### src/rtl/isa_pkg.sv
// Shared ISA constants: PC/LUT widths, branch condition codes, run-control states,
// the registered-flag bundle and the constant branch-target lookup table.
package isa_pkg;

   localparam int PC_W   = 12;
   localparam int LUT_AW = 4;

   typedef enum logic [2:0] {
      COND_ALWAYS = 3'b000,
      COND_EQ     = 3'b001,
      COND_NE     = 3'b010,
      COND_GT     = 3'b011,
      COND_LT     = 3'b100,
      COND_ZERO   = 3'b101,
      COND_CARRY  = 3'b110,
      COND_NEVER  = 3'b111
   } br_cond_t;

   typedef enum logic [1:0] {
      ST_IDLE = 2'd0,
      ST_ARM  = 2'd1,
      ST_RUN  = 2'd2,
      ST_HALT = 2'd3
   } run_state_t;

   typedef struct packed {
      logic equal;
      logic gt;
      logic lt;
      logic zero;
      logic carry;
   } flags_t;

   // Entry 15 first, entry 0 last; every entry is exactly PC_W bits.
   localparam logic [2**LUT_AW-1:0][PC_W-1:0] BR_LUT = {
      12'hFFE, 12'hC3D, 12'hBEE, 12'hA5A,
      12'h9AB, 12'h800, 12'h7FF, 12'h6D9,
      12'h5C2, 12'h400, 12'h347, 12'h2B0,
      12'h1F4, 12'h03A, 12'h025, 12'h010
   };

endpackage

### src/rtl/flag_reg.sv
// Five registered ALU flags (equal/gt/lt/zero/carry); one-cycle load latency.
// Synchronous clear takes priority over load; otherwise the flags hold.
module flag_reg
   import isa_pkg::*;
(
   input  logic   clk,
   input  logic   reset,
   input  logic   clr,
   input  logic   ld,
   input  flags_t alu_flags,
   output flags_t flags
);

   flags_t flags_d, flags_q;

   always_comb begin
      flags_d = flags_q;
      if (clr) begin
         flags_d = '0;
      end else if (ld) begin
         flags_d = alu_flags;
      end
   end

   always_ff @(posedge clk or negedge reset) begin
      if (!reset) begin
         flags_q <= '0;
      end else begin
         flags_q <= flags_d;
      end
   end

   assign flags = flags_q;

endmodule

### src/rtl/branch_flag_ctrl.sv
// Flag register, branch condition evaluation and run-control FSM feeding the PC.
// jump/target/run/pc_clr/done are combinational, so a branch costs no extra cycle.
module branch_flag_ctrl
   import isa_pkg::*;
(
   input  logic              clk,
   input  logic              reset,
   input  logic              start,
   input  logic              halt_instr,
   input  logic              flag_we,
   input  logic              equal,
   input  logic              gt,
   input  logic              lt,
   input  logic              zero,
   input  logic              c_o,
   input  logic              br_en,
   input  logic [2:0]        br_cond,
   input  logic [LUT_AW-1:0] lut_idx,
   output logic [PC_W-1:0]   target,
   output logic              jump,
   output logic              pc_clr,
   output logic              run,
   output logic              c_i,
   output logic              equalQ,
   output logic              gtQ,
   output logic              ltQ,
   output logic              zeroQ,
   output logic              done
);

   run_state_t state_d, state_q;
   flags_t     alu_flags;
   flags_t     flags;
   logic       cond_true;

   always_comb begin
      state_d = state_q;
      case (state_q)
         ST_IDLE: if (start) state_d = ST_ARM;
         ST_ARM:  if (!start) state_d = ST_RUN;
         // A restart request outranks a halt decoded in the same cycle.
         ST_RUN: begin
            if (start) begin
               state_d = ST_ARM;
            end else if (halt_instr) begin
               state_d = ST_HALT;
            end
         end
         ST_HALT: if (start) state_d = ST_ARM;
         default: state_d = ST_IDLE;
      endcase
   end

   always_ff @(posedge clk or negedge reset) begin
      if (!reset) begin
         state_q <= ST_IDLE;
      end else begin
         state_q <= state_d;
      end
   end

   assign alu_flags = '{equal: equal, gt: gt, lt: lt, zero: zero, carry: c_o};

   flag_reg u_flag_reg (
      .clk       (clk),
      .reset     (reset),
      .clr       (state_q == ST_ARM),
      .ld        (flag_we && (state_q == ST_RUN)),
      .alu_flags (alu_flags),
      .flags     (flags)
   );

   // Conditions look only at registered flags, so a same-cycle flag write is not seen.
   always_comb begin
      cond_true = 1'b0;
      case (br_cond_t'(br_cond))
         COND_ALWAYS: cond_true = 1'b1;
         COND_EQ:     cond_true = flags.equal;
         COND_NE:     cond_true = !flags.equal;
         COND_GT:     cond_true = flags.gt;
         COND_LT:     cond_true = flags.lt;
         COND_ZERO:   cond_true = flags.zero;
         COND_CARRY:  cond_true = flags.carry;
         COND_NEVER:  cond_true = 1'b0;
         default:     cond_true = 1'b0;
      endcase
   end

   assign run    = (state_q == ST_RUN);
   assign pc_clr = (state_q == ST_ARM);
   assign done   = (state_q == ST_HALT);
   assign jump   = run && br_en && cond_true && !halt_instr;
   assign target = BR_LUT[lut_idx];

   assign equalQ = flags.equal;
   assign gtQ    = flags.gt;
   assign ltQ    = flags.lt;
   assign zeroQ  = flags.zero;
   assign c_i    = flags.carry;

endmodule

### config.mk
export PLATFORM = sky130hd
export DESIGN_NAME = branch_flag_ctrl
export DESIGN_NICKNAME = d
export VERILOG_FILES = /design/src/rtl/isa_pkg.sv /design/src/rtl/flag_reg.sv /design/src/rtl/branch_flag_ctrl.sv
export SDC_FILE = /design/constraint.sdc
export NUM_CORES = 1
export LEC_CHECK = 0
export ABC_AREA = 1
export CAP_MARGIN = 5
export CORE_MARGIN = 4
export CORE_UTILIZATION = 42
export CTS_CLUSTER_SIZE = 30
export DETAILED_ROUTE_END_ITERATION = 16
export GPL_ROUTABILITY_DRIVEN = 0
export PLACE_DENSITY = 0.85
export SETUP_SLACK_MARGIN = 0.15
export SKIP_LAST_GASP = 1
export SLEW_MARGIN = 15
export SYNTH_ARGS = -nofsm -noshare
export SYNTH_HDL_FRONTEND = slang
export SYNTH_SLANG_ARGS = --single-unit
### constraint.sdc
create_clock -name clk -period 4.19 [get_ports clk]
set_clock_uncertainty 0.05 [all_clocks]
set_input_delay 1.257 -clock clk [delete_from_list [all_inputs] [get_ports clk]]
set_output_delay 1.257 -clock clk [all_outputs]
set_load 0.01 [all_outputs]
==> results of run 1 <==
[sequential cells by signal (all words and copies together) (netlist names)]
signal and cells:
u_flag_reg.flags 5, state_q 2
[final cells by class]
cell class / instances / area (µm²)
clock buffers: 3 / 22.52
clock inverters: 1 / 5.005
repair buffers: 46 / 430.4
well taps: 25 / 31.28
multi-input cells: 92 / 538.0
fillers: 149 / 478.0
flip-flops and latches: 7 / 175.2
inverters: 21 / 83.83
[power by group through the flow]
stage | Sequential [mW] | Combinational [mW] | Clock (mW)
global placement | 0.124 | 0.279 | 0
finish | 0.126 | 0.286 | 0.0648
CTS | 0.125 | 0.288 | 0.0656
floorplan | 0.126 | 0.143 | 0
detailed placement | 0.126 | 0.292 | 0
global route | 0.131 | 0.324 | 0.0684
[layout by cell type, fill, tap and decap left out]
master	count
o21ai_1	4
clkbuf_4	3
inv_2	4
ha_2	1
nor2_1	9
inv_1	15
dfrtp_1	7
a21oi_2	2
nand3_1	8
buf_4	8
clkdlybuf4s50_1	21
nand3b_1	2
clkbuf_2	1
nand2_2	1
a22o_2	1
clkinv_2	1
nand2_1	32
inv_4	2
o21ai_0	15
buf_2	1
o211ai_1	1
a21oi_1	3
dlygate4sd2_1	10
ha_1	13
dlymetal6s2s_1	5
[final timing paths]
path / endpoint / cells after the start
worst min-delay path: u_flag_reg.flags[1] / 2
worst max register to register: state_q[1] / 6
worst min register to register: u_flag_reg.flags[1] / 2
min in group asynchronous: u_flag_reg.flags[0] / 1
max in group asynchronous: u_flag_reg.flags[2] / 1
worst max-delay path: target[10] / 5
[layer usage]
layer / global-route usage / wire length (µm) / vias up / part of all wire
met5: 0 / 0 / - / 0
met4: 0.1441 / 107 / 0 / 0.043
met3: 0.04298 / 156 / 14 / 0.063
met2: 0.3814 / 1308 / 47 / 0.53
met1: 0.1905 / 901 / 450 / 0.36
li1: - / - / 485 / -
[synth_stat cells]
master,instances,share of area
a21oi_1,3,0.019
a21oi_2,2,0.022
a22o_2,1,0.013
buf_4,1,0.0094
dfrtp_1,7,0.22
ha_1,14,0.22
inv_1,17,0.080
inv_2,3,0.014
inv_4,1,0.0078
nand2_1,32,0.15
nand2_2,1,0.0078
nand3_1,8,0.050
nand3b_1,2,0.019
nor2_1,9,0.042
o211ai_1,1,0.0094
o21ai_0,15,0.094
o21ai_1,4,0.025
[cell families (layout without fill, tap and decap cells)]
| group | count (synthesis) | after routing | share of synthesized area |
|---|---|---|---|
| AO/OA/AOI/OAI | 26 | 26 | 0.1815 |
| adder cells (fa/ha/maj) | 14 | 14 | 0.2191 |
| buffers and inverters | 22 | 71 | 0.1111 |
| flip-flops | 7 | 7 | 0.2191 |
| AND/OR/NAND/NOR | 52 | 52 | 0.2692 |
[stage by stage]
step           hold WS, ps  std cells
4_1_cts              504.6        195
2_1_floorplan        511.6        121
5_1_grt              562.1        195
3_5_place_dp         489.1        190
6_report             501.7        195
3_3_place_gp         488.1        190
[critical path, delay by kind of cell]
kind                       cells  cell delay, ps
AOI/OAI and AO/OA              1             150
buffers and inverters          3             900
adders and majority gates      1             280
[timing repair]
action	in CTS	in global routing
cloned	0	0
setup buffers	1	0
hold buffers	0	0
endpoints found under the setup margin	12	6
pin swaps	1	1
gates resized for setup	16	10
==> out/metrics.yaml, run 1 <==
endpoint_kind: "output pin"
cts_tree: "done"
drive_above_1_share: 0.1471
die_h_um: 51.63
synth.distinct_cells: 17
path_max_fanout: 9
slew_headroom: 0.7680
root_buffer: "clkbuf_4"
rsz0062_at_grt: "false"
avgSynthCellArea_um2: 6.608
dp.final_hpwl_um: 2096
fin_crit_ps: 3901
r2r-start: "state_q[1]"
antenna_cells: 0
synth-seq-cells: 7
viasPerCell: 5.108
syn_to_final_growth_pct: 60.88
cp_slowest_stage_delay_ps: 530
drt_first_pass_iters: 5
nNetsFinal: 203
syn-num-nets: 153
rrSetupSlack_ps: 2720
power_density_nw_per_um2: 370.3
routed_wl_um: 2472
first_iter_violations: 18
clock_sinks: 7
fin_area_um2: 1286
fp-row-count: 15
total_power_mw: 0.4763
ctsHtreeMaxLevel: 1
synth_warnings: 0
track_usage: 0.2025
arrival_ps: 2590
pre_cts_ws_ps: -137.6
max_freq_ghz: 0.2564
initial_utilization: 0.4532
antenna_found_initial: 0
netlist_instances: 121
detail_route.wl_per_cell_um: 12.68
ant_nets: 0
peakVddDrop_v: 0.0003084
finalSetupTns_ps: 0
cts.clk_slew.worst_paths_ps: 60
hold_start: "u_flag_reg.flags[1]"
hold_viol_final: 0
cp_data_required_time_ps: 2880
outcome: "finished clean"
path_cells: "clkdlybuf4s50_1 -> inv_4 -> ha_1 -> o21ai_0 -> dlygate4sd2_1"
switching_share: 0.4337
leakagePower_nw: 0.7229
clock_power_share: 0.136
cpMaxStageDelayCell: "clkdlybuf4s50_1"
die_x_um: 51.63
syn_area_um2: 799.5
numPortBuffers: 38
pin_count: 39
comb_power_share: 0.600
path_class: "in2out"
cts_inserted_buffers: 3
ys_seq_area_frac: 0.2191
placed_cell_area_um2: 1256
final_max_slew_viol_count: 0
critPathLaunchType: "primary input"
insertion_delay_ps: 260
post-route-util: 0.7291
p_int_mw: 0.2698
overflow: 0
route.detailed.drc: 0
setup_violations: 0
tightest_slew_ps: 346.9
grt_pass1_vias: 1017
period_share: 0.9309
hp-class: "reg2reg"
fin_ws_ps: 289.5
worstSetupStartpoint: "lut_idx[2]"
core_area_um2: 1764
grt_start_max_net_pins: 11
grt_pass1_wl_um: 4022
vias: 996
switchingPower_mw: 0.2066
die-area_um2: 2666
power_frac_seq: 0.264
drv_cap: 0
clockBufferDepth: 2
(Power assumes the default switching activity.)
==> run 2, diff against run 1 <==
--- a/config.mk
+++ b/config.mk
@@ -8,11 +8,12 @@
 export ABC_AREA = 1
 export CAP_MARGIN = 5
 export CORE_MARGIN = 4
-export CORE_UTILIZATION = 42
+export CORE_UTILIZATION = 43
 export CTS_CLUSTER_SIZE = 30
 export DETAILED_ROUTE_END_ITERATION = 16
 export GPL_ROUTABILITY_DRIVEN = 0
-export PLACE_DENSITY = 0.85
+export GPL_TIMING_DRIVEN = 0
+export PLACE_DENSITY = 0.86
 export SETUP_SLACK_MARGIN = 0.15
 export SKIP_LAST_GASP = 1
 export SLEW_MARGIN = 15
==> run 2 against run 1 <==
Compared with the run above: power decreased by 2.7%; fmax fell by 0.54%; via count decreased by 6.3%; hold slack improved by 20 ps; worst setup slack worse by 21 ps; die area shrank 2.0%; wire length is 12% lower; global-route usage fell by 2.4 points; first-iteration DRC count down 17%; critical path depth grew 2; sequential power barely moved; clock power fell by 8.5%; largest power group unchanged; highest routed layer unchanged.
==> out/metrics.yaml, run 2 (synthesized netlist as in run 1, its figures left out) <==
antenna_cells: 0
clock_power_share: 0.128
insertion_delay_ps: 250
largest_reg_flops: 5
arrival_ps: 2610
die_h_um: 51.12
ctsHtreeMaxLevel: 1
cts_resized: 18
setup_violations: 0
total_power_mw: 0.4637
cp_data_required_time_ps: 2880
final_max_slew_viol_count: 0
crit_top_cell: "o21ai_0"
hp-class: "reg2reg"
hold_start: "u_flag_reg.flags[3]"
track_usage: 0.1783
crit_end: "target[0]"
r2r-start: "state_q[0]"
nNetsFinal: 196
viasPerCell: 4.963
post-route-util: 0.7111
p_int_mw: 0.2679
outcome: "finished clean"
critical_path_depth: 7
drv_cap: 0
die_x_um: 51.12
slew_headroom: 0.7710
grt_pass1_wl_um: 3650
cp_slowest_stage_delay_ps: 520
route.detailed.drc: 0
core_area_um2: 1745
clock_sinks: 7
syn_to_final_growth_pct: 55.24
cts_tree: "done"
path_cells: "clkdlybuf4s50_1 -> buf_6 -> inv_4 -> a21oi_2 -> o21ai_0 -> o21ai_0 -> dlygate4sd2_1"
fin_crit_ps: 3922
dp.final_hpwl_um: 1844
hold_viol_final: 0
cpMaxStageDelayCell: "clkdlybuf4s50_1"
cts_inserted_buffers: 3
ant_nets: 0
layout_common_cells: "nand2_1, clkdlybuf4s50_1, inv_1, o21ai_0, ha_1"
fp-row-count: 15
rrSetupSlack_ps: 2780
switching_share: 0.4221
r2r-end: "state_q[1]"
path_delay_family: "buffers and inverters"
peakVddDrop_v: 0.0003415
first_iter_violations: 15
grt_pass1_vias: 925
vias: 933
rsz0062_at_grt: "false"
critical_path_buf_inv_count: 4
drive_above_1_share: 0.1043
path_class: "in2out"
leakagePower_nw: 0.6764
tightest_slew_ps: 342.4
final_common_cell: "nand2_1"
overflow: 0
routed_wl_um: 2165
numPortBuffers: 38
switchingPower_mw: 0.1957
initial_utilization: 0.4581
cts.clk_slew.worst_paths_ps: 50
r2r_cells: 6
worstSetupStartpoint: "lut_idx[2]"
detail_route.wl_per_cell_um: 11.52
endpoint_kind: "output pin"
drt_first_pass_iters: 4
power_frac_seq: 0.270
die-area_um2: 2613
ctsHoldBuffers: 0
grt_start_max_net_pins: 11
comb_power_share: 0.602
clockBufferDepth: 2
root_buffer: "clkbuf_4"
max_freq_ghz: 0.2550
period_share: 0.9359
cts_setup_buffers: 0
power_density_nw_per_um2: 373.6
path_max_fanout: 9
critPathLaunchType: "primary input"
antenna_found_initial: 0
pin_count: 39
run 2: power groups by stage:
stage / Clock (mW) / Sequential (mW) / Combinational (mW)
after CTS: 0.0616 / 0.124 / 0.284
after floorplan: 0 / 0.126 / 0.143
after global placement: 0 / 0.123 / 0.276
after detailed placement: 0 / 0.125 / 0.286
final: 0.0593 / 0.125 / 0.279
after global routing: 0.0652 / 0.128 / 0.316
run 2: final cells by class:
cell class	instances	area (µm²)
Multi-Input combinational cell	92	543.0
Timing Repair Buffer	38	370.4
Buffer	1	11.26
Sequential cell	7	175.2
Clock buffer	4	26.28
Inverter	21	83.83
Tap cell	25	31.28
Fill cell	146	504.2
run 2: stage by stage:
| stage | TNS [ps] | std cells | setup WS [ps] | hold WS, ps | instance area, µm² |
|---|---|---|---|---|---|
| 6_report | 0 | 188 | 268.4 | 522.0 | 1241 |
| 3_3_place_gp | -2441 | 184 | -331.9 | 472.3 | 1211 |
| 2_1_floorplan | 0 | 121 | 876.6 | 511.6 | 799.5 |
| 5_1_grt | 0 | 188 | 184.3 | 548.5 | 1241 |
| 3_5_place_dp | -2610 | 184 | -365.4 | 490.7 | 1211 |
| 4_1_cts | -60.17 | 188 | -35.85 | 512.4 | 1232 |
run 2: how the worst min path moves through the flow:
stage	to	slack (ps)	cells past startpoint
CTS	u_flag_reg.flags[0]	510	2
detailed placement	u_flag_reg.flags[0]	490	2
finish	u_flag_reg.flags[3]	520	2
global placement	u_flag_reg.flags[1]	470	2
global route	u_flag_reg.flags[0]	550	2
floorplan	u_flag_reg.flags[0]	510	2
run 2: worst register-to-register path: cells and delay by family, from the launching register on:
family	cells	cell delay [ps]
flip-flops	1	410
AO/OA/AOI/OAI	2	180
AND/OR/NAND/NOR	2	260
adder cells (fa/ha/maj)	1	310
buffers and inverters	1	80
run 2: per-layer routing:
layer | vias to the layer above | wire length [µm] | GRT usage
met1 | 416 | 875 | 0.1810
li1 | 472 | - | -
met2 | 41 | 1138 | 0.3605
met3 | 4 | 135 | 0.02915
met4 | 0 | 15 | 0.05381
met5 | - | 0 | 0
==> run 3, diff against run 2 <==
--- a/config.mk
+++ b/config.mk
@@ -6,7 +6,7 @@
 export NUM_CORES = 1
 export LEC_CHECK = 0
 export ABC_AREA = 1
-export CAP_MARGIN = 5
+export CAP_MARGIN = 20
 export CORE_MARGIN = 4
 export CORE_UTILIZATION = 43
 export CTS_CLUSTER_SIZE = 30
==> results of run 3 <==
The final DEF is identical to that of run 2; final timing and power are the same.
